--- src/rtl/muldiv_pkg.sv ---
// Shared definitions for the iterative HI/LO multiply-divide unit.
package muldiv_pkg;

    // Decoded op codes driven by the controller. Unlisted codes behave as NOP.
    localparam logic [3:0] OP_NOP   = 4'd0;
    localparam logic [3:0] OP_MULT  = 4'd1;
    localparam logic [3:0] OP_MULTU = 4'd2;
    localparam logic [3:0] OP_MADD  = 4'd3;
    localparam logic [3:0] OP_MADDU = 4'd4;
    localparam logic [3:0] OP_MSUB  = 4'd5;
    localparam logic [3:0] OP_MSUBU = 4'd6;
    localparam logic [3:0] OP_DIV   = 4'd7;
    localparam logic [3:0] OP_DIVU  = 4'd8;
    localparam logic [3:0] OP_MTHI  = 4'd9;
    localparam logic [3:0] OP_MTLO  = 4'd10;

    // Controller states; busy is simply "not idle".
    typedef enum logic [1:0] {
        ST_IDLE = 2'd0,
        ST_MUL  = 2'd1,
        ST_DIV  = 2'd2,
        ST_FIX  = 2'd3
    } state_t;

    // Special-case result patterns, wide enough for any supported WIDTH;
    // the top slices off the low WIDTH bits.
    localparam int               MAX_W       = 128;
    localparam logic [MAX_W-1:0] DIVZ_LO_PAT = '1;   // quotient on divide-by-zero
    localparam logic [MAX_W-1:0] OVF_HI_PAT  = '0;   // remainder on MIN / -1

    // Multiply-class ops share the MUL state and the product register.
    function automatic logic is_mul_op(input logic [3:0] o);
        return (o == OP_MULT)  || (o == OP_MULTU) || (o == OP_MADD) ||
               (o == OP_MADDU) || (o == OP_MSUB)  || (o == OP_MSUBU);
    endfunction

    // Ops that interpret their operands as two's complement.
    function automatic logic is_signed_op(input logic [3:0] o);
        return (o == OP_MULT) || (o == OP_MADD) || (o == OP_MSUB) || (o == OP_DIV);
    endfunction

endpackage

--- src/rtl/muldiv_div_core.sv ---
// Bit-serial restoring divider datapath: one shift-subtract step per cycle
// on unsigned magnitudes. Sign handling and sequencing live in the top.
module muldiv_div_core
    import muldiv_pkg::*;
#(
    parameter int WIDTH = 32
) (
    input  logic             clk,
    input  logic             reset,
    input  logic             load,
    input  logic             step,
    input  logic [WIDTH-1:0] dividend,
    input  logic [WIDTH-1:0] divisor,
    output logic [WIDTH-1:0] quo,
    output logic [WIDTH-1:0] rem
);

    logic [WIDTH-1:0] dvs;
    logic [WIDTH:0]   shifted;
    logic [WIDTH:0]   diff;
    logic             fits;

    // Trial subtract of the divisor from the remainder with the next dividend bit shifted in.
    always_comb begin
        shifted = {rem, quo[WIDTH-1]};
        diff    = shifted - {1'b0, dvs};
        fits    = ~diff[WIDTH];
    end

    // Quotient register doubles as the dividend shifter; restore on a failed subtract.
    always_ff @(posedge clk or negedge reset) begin
        if (!reset) begin
            quo <= '0;
            rem <= '0;
            dvs <= '0;
        end else if (load) begin
            quo <= dividend;
            rem <= '0;
            dvs <= divisor;
        end else if (step) begin
            quo <= {quo[WIDTH-2:0], fits};
            rem <= fits ? diff[WIDTH-1:0] : shifted[WIDTH-1:0];
        end
    end

endmodule

--- src/rtl/muldiv_iter.sv ---
// HI/LO multiply-divide unit for the EX stage: fixed-latency multiply/MAC,
// iterative restoring divide, MTHI/MTLO, cancel and done pulse.
module muldiv_iter
    import muldiv_pkg::*;
#(
    parameter int WIDTH   = 32,
    parameter int MUL_LAT = 5,
    parameter int CNT_W   = $clog2(WIDTH + 2)
) (
    input  logic             clk,
    input  logic             reset,
    input  logic             start,
    input  logic [3:0]       op,
    input  logic [WIDTH-1:0] src_a,
    input  logic [WIDTH-1:0] src_b,
    input  logic             cancel,
    output logic             busy,
    output logic             done,
    output logic [WIDTH-1:0] hi,
    output logic [WIDTH-1:0] lo
);

    localparam logic [WIDTH-1:0] MIN_VAL = {1'b1, {(WIDTH-1){1'b0}}};
    localparam logic [WIDTH-1:0] ALL_ONE = '1;

    state_t             state;
    logic [CNT_W-1:0]   cnt;
    logic [3:0]         op_q;
    logic [2*WIDTH-1:0] prod_q;
    logic               q_neg;
    logic               r_neg;
    logic               divz;
    logic               ovf;
    logic [WIDTH-1:0]   a_raw;

    logic               op_signed;
    logic [2*WIDTH-1:0] ext_a;
    logic [2*WIDTH-1:0] ext_b;
    logic [2*WIDTH-1:0] prod_now;
    logic [2*WIDTH-1:0] mul_res;
    logic               a_neg;
    logic               b_neg;
    logic [WIDTH-1:0]   abs_a;
    logic [WIDTH-1:0]   abs_b;
    logic [WIDTH-1:0]   quo;
    logic [WIDTH-1:0]   rem;
    logic [WIDTH-1:0]   quo_fix;
    logic [WIDTH-1:0]   rem_fix;
    logic               accept;
    logic               div_load;
    logic               div_step;

    assign busy = (state != ST_IDLE);

    // A start is only taken from idle and only when not killed the same cycle.
    assign accept   = (state == ST_IDLE) && start && !cancel;
    assign div_load = accept && ((op == OP_DIV) || (op == OP_DIVU));
    assign div_step = (state == ST_DIV) && !cancel;

    // Full-width product at issue time; sign/zero extension to 2*WIDTH makes
    // the truncated unsigned multiply correct for both signednesses.
    always_comb begin
        op_signed = is_signed_op(op);
        ext_a     = op_signed ? {{WIDTH{src_a[WIDTH-1]}}, src_a} : {{WIDTH{1'b0}}, src_a};
        ext_b     = op_signed ? {{WIDTH{src_b[WIDTH-1]}}, src_b} : {{WIDTH{1'b0}}, src_b};
        prod_now  = ext_a * ext_b;
    end

    // Divider operand magnitudes and the signs needed for the fix-up step.
    always_comb begin
        a_neg = (op == OP_DIV) && src_a[WIDTH-1];
        b_neg = (op == OP_DIV) && src_b[WIDTH-1];
        abs_a = a_neg ? (~src_a + 1'b1) : src_a;
        abs_b = b_neg ? (~src_b + 1'b1) : src_b;
    end

    // Completion values: accumulate against {HI,LO} as they stand at the write edge.
    always_comb begin
        case (op_q)
            OP_MADD, OP_MADDU: mul_res = {hi, lo} + prod_q;
            OP_MSUB, OP_MSUBU: mul_res = {hi, lo} - prod_q;
            default:           mul_res = prod_q;
        endcase
        quo_fix = q_neg ? (~quo + 1'b1) : quo;
        rem_fix = r_neg ? (~rem + 1'b1) : rem;
    end

    muldiv_div_core #(
        .WIDTH (WIDTH)
    ) u_div (
        .clk      (clk),
        .reset    (reset),
        .load     (div_load),
        .step     (div_step),
        .dividend (abs_a),
        .divisor  (abs_b),
        .quo      (quo),
        .rem      (rem)
    );

    // Control FSM plus HI/LO ownership; cancel overrides any completion write.
    always_ff @(posedge clk or negedge reset) begin
        if (!reset) begin
            state  <= ST_IDLE;
            cnt    <= '0;
            op_q   <= OP_NOP;
            prod_q <= '0;
            q_neg  <= 1'b0;
            r_neg  <= 1'b0;
            divz   <= 1'b0;
            ovf    <= 1'b0;
            a_raw  <= '0;
            hi     <= '0;
            lo     <= '0;
            done   <= 1'b0;
        end else begin
            done <= 1'b0;
            if (cancel) begin
                state <= ST_IDLE;
                cnt   <= '0;
            end else begin
                case (state)
                    ST_IDLE: begin
                        if (start) begin
                            if (op == OP_MTHI) begin
                                hi <= src_a;
                            end else if (op == OP_MTLO) begin
                                lo <= src_a;
                            end else if (is_mul_op(op)) begin
                                prod_q <= prod_now;
                                op_q   <= op;
                                cnt    <= CNT_W'(MUL_LAT - 1);
                                state  <= ST_MUL;
                            end else if ((op == OP_DIV) || (op == OP_DIVU)) begin
                                q_neg  <= a_neg ^ b_neg;
                                r_neg  <= a_neg;
                                divz   <= (src_b == '0);
                                ovf    <= (op == OP_DIV) && (src_a == MIN_VAL) && (src_b == ALL_ONE);
                                a_raw  <= src_a;
                                op_q   <= op;
                                cnt    <= CNT_W'(WIDTH);
                                state  <= ST_DIV;
                            end
                        end
                    end
                    ST_MUL: begin
                        if (cnt == '0) begin
                            {hi, lo} <= mul_res;
                            done     <= 1'b1;
                            state    <= ST_IDLE;
                        end else begin
                            cnt <= cnt - 1'b1;
                        end
                    end
                    ST_DIV: begin
                        cnt <= cnt - 1'b1;
                        if (cnt == CNT_W'(1)) begin
                            state <= ST_FIX;
                        end
                    end
                    ST_FIX: begin
                        if (divz) begin
                            lo <= DIVZ_LO_PAT[WIDTH-1:0];
                            hi <= a_raw;
                        end else if (ovf) begin
                            lo <= MIN_VAL;
                            hi <= OVF_HI_PAT[WIDTH-1:0];
                        end else begin
                            lo <= quo_fix;
                            hi <= rem_fix;
                        end
                        done  <= 1'b1;
                        state <= ST_IDLE;
                    end
                    default: state <= ST_IDLE;
                endcase
            end
        end
    end

endmodule

--- config.mk ---
export PLATFORM = sky130hd
export DESIGN_NAME = muldiv_iter
export DESIGN_NICKNAME = d
export VERILOG_FILES = /design/src/rtl/muldiv_pkg.sv /design/src/rtl/muldiv_div_core.sv /design/src/rtl/muldiv_iter.sv
export SDC_FILE = /design/constraint.sdc
export NUM_CORES = 2
export LEC_CHECK = 0
export CAP_MARGIN = 10
export CORE_ASPECT_RATIO = 1.25
export CORE_UTILIZATION = 50
export DETAILED_ROUTE_END_ITERATION = 16
export PLACE_DENSITY = 0.66
export SLEW_MARGIN = 20
export SYNTH_ARGS = -nofsm -noshare
export SYNTH_HDL_FRONTEND = slang
export SYNTH_SLANG_ARGS = --single-unit
export TNS_END_PERCENT = 1
--- constraint.sdc ---
create_clock -name clk -period 12.65 [get_ports clk]
set_input_delay 2.53 -clock clk [delete_from_list [all_inputs] [get_ports clk]]
set_output_delay 2.53 -clock clk [all_outputs]
set_load 0.1 [all_outputs]
==> metrics.cfg <==
[run_status]
outcome=finished, final reports clean

[placement]
placed_cells=9708
portBuffers=137
hpwl_mm=193.1
gp_congestion=1.029
postPlaceCellArea_um2=72580

[synthesis]
synth-seq-cells=273
synth_nets=9892
post-synth-top-count-cell=inv_1
synth_warnings=0
synth-async-reset-ratio_pct=100.0
syn_area_um2=69140
synth_edf_count=0
netlist.area_leader.share_pct=41.15
synth_mux_area_share_pct=0.7203
synth_top_area_cell=fa_1
synth_seq_area_share_pct=9.881
synth.distinct_cells=72
synth_compound_area_share_pct=9.765
avgSynthCellArea_um2=8.667
synth_common_cells=1611 x inv_1, 1421 x fa_1, 1259 x nand2_1
synth-xor-area-share_pct=4.890
synth_cells=7977
synth_top_family_by_area=adder cells
synth.area.top_cells=fa_1 41%, dfrtp_1 9.9%, inv_1 8.7%, ha_1 7.6%, nand2_1 6.8%
ys.flop_type=dfrtp_1
synthAdderAreaFrac_pct=48.78
synthSimpleGateAreaFrac_pct=14.82

[sta]
hold_violations=0
finalSetupViolations=0
report.final.slew_viol_count=0
fin_skew_ns=0.02179
relSlewSlack_pct=20.32
fin_tns_setup_ns=0
tightest_slew_ns=1.195
fin_crit_ns=11.90
rsz0062_at_grt=no
clock.fmax_ghz=0.08400
fin_crit_sh_pct=94.10

[cells_and_area]
postLayoutCellArea_um2=73790
post-route-util_pct=53.74
layout-drive-gt1-share_pct=4.130
stdcell_count=9779
area_growth_pct=6.723
layout.nets=9809

[cts]
cts.repair.resized=0
cts_tree=yes
htree_levels=1
clkTransAtPathRegs_ns=0.06
cts_buffers=31
cts-root-buf=clkbuf_16
clkLatencyLatePin_ns=0.63
cts_hold_buf=0
post_cts_buffers=0
clock-sinks=273
clockBufferDepth=3

[global_routing]
grt_remaining_overflow=0
antenna_found_initial=24
grt_max_degree=114
grt_usage_pct=34.28
grt_pass1_wl_mm=358.1
grt_pass1_vias=59020

[floorplan]
die_w_um=334.6
die_h_um=417.8
core_um2=137300
die-area_um2=139800
start_util_pct=50.35
ios=138
placementRows=152

[detailed_routing]
vias=55600
final_antenna_net_count=0
dr.pass1.iters=6
drc=0
drt_iter0_markers=4433
avgViaCountPerCell=5.685
wirelength_mm=233.9
wl_per_cell_um=23.92

[hold_path]
hp-class=flip-flop to flip-flop

[critical_path]
cp_slowest_cell=fa_1
worst_path_largest_cell_delay_ns=0.71
crit_arrival_ns=12.37
start_kind=input pin
cp_common_cell=fa_1
cp_max_fo=7
endpoint_kind=flip-flop
crit_required_ns=13.12
path_class=input pin to flip-flop

[run]
drv_cap=0

[worst max-delay path, delay by kind of cell]
| family | cells | cell delay (ns) |
|---|---|---|
| buf+inv | 4 | 1.02 |
| fa+ha+maj | 11 | 5.57 |
| compound gates | 9 | 1.90 |
| xor+xnor | 1 | 0.13 |
| simple gates | 4 | 1.20 |
[layer usage]
metal  share of wire (%)  GRT usage [%]  vias to the layer above
met5               0.049              0                        -
li1                    -              -                    24280
met2                  50          59.79                     2208
met3                 6.4          3.819                      648
met4                 7.4          20.75                       14
met1                  37          40.61                    28450
[cell type report]
type | count | area, um^2
Fill cell | 12880 | 63520
Multi-Input combinational cell | 5653 | 54670
Sequential cell | 273 | 6833
Inverter | 1612 | 6051
Timing Repair Buffer | 323 | 2713
Tap cell | 1848 | 2312
Clock buffer | 38 | 862.1
Clock inverter | 19 | 310.3
Antenna cell | 13 | 32.53
[cell usage in the layout (no fill, tap or decap), types with 213 or more instances in the layout]
| cell type | Yosys | layout |
|---|---|---|
| ha_1 | 422 | 421 |
| dfrtp_1 | 273 | 272 |
| xnor2_1 | 214 | 213 |
| o21ai_0 | 378 | 378 |
| nand2_1 | 1259 | 1258 |
| fa_1 | 1421 | 1421 |
| and2_1 | 349 | 349 |
| a21oi_1 | 310 | 308 |
| nor2_1 | 297 | 296 |
| inv_1 | 1611 | 1611 |
[logic make-up (layout without fill, tap and decap cells)]
| family | Yosys count | after routing |
|---|---|---|
| simple gates | 2268 | 2268 |
| xor+xnor | 386 | 386 |
| mux | 49 | 49 |
| flops | 273 | 273 |
| buf+inv | 2051 | 1992 |
| compound gates | 1107 | 1107 |
| fa+ha+maj | 1843 | 1843 |
| other cells | 0 | 13 |
[through the flow]
step                worst slack (ns)  hold slack [ns]
detailed placement            0.2792           0.4626
floorplan                     0.7792           0.4465
CTS                           0.8863           0.4778
global route                  0.3494           0.4955
finish                        0.7458           0.4783
global placement              0.3187           0.4572
[sequential cells by signal (all words and copies together), names as in the netlist]
signal and flops:
prod_q 64, a_raw 32, hi 32, lo 32, u_div.dvs 32, u_div.quo 32, u_div.rem 32, cnt 6
op_q 4, state 2, divz 1, done 1, ovf 1, q_neg 1, r_neg 1
[final timing paths]
kind / start / to / slack (ns) / depth (start not counted)
min in group asynchronous: reset / prod_q[11] / 1.97 / 1
hold reg to reg: a_raw[18] / a_raw[18] / 0.48 / 2
setup / recovery: op[0] / prod_q[57] / 0.75 / 29
max in group asynchronous: reset / u_div.quo[0] / 8.57 / 3
hold / removal: a_raw[18] / a_raw[18] / 0.48 / 2
setup reg to reg: prod_q[4] / hi[27] / 5.67 / 20
Power is not shown: default switching activity piles up to over one toggle a cycle in this logic, so the estimate is an artifact.
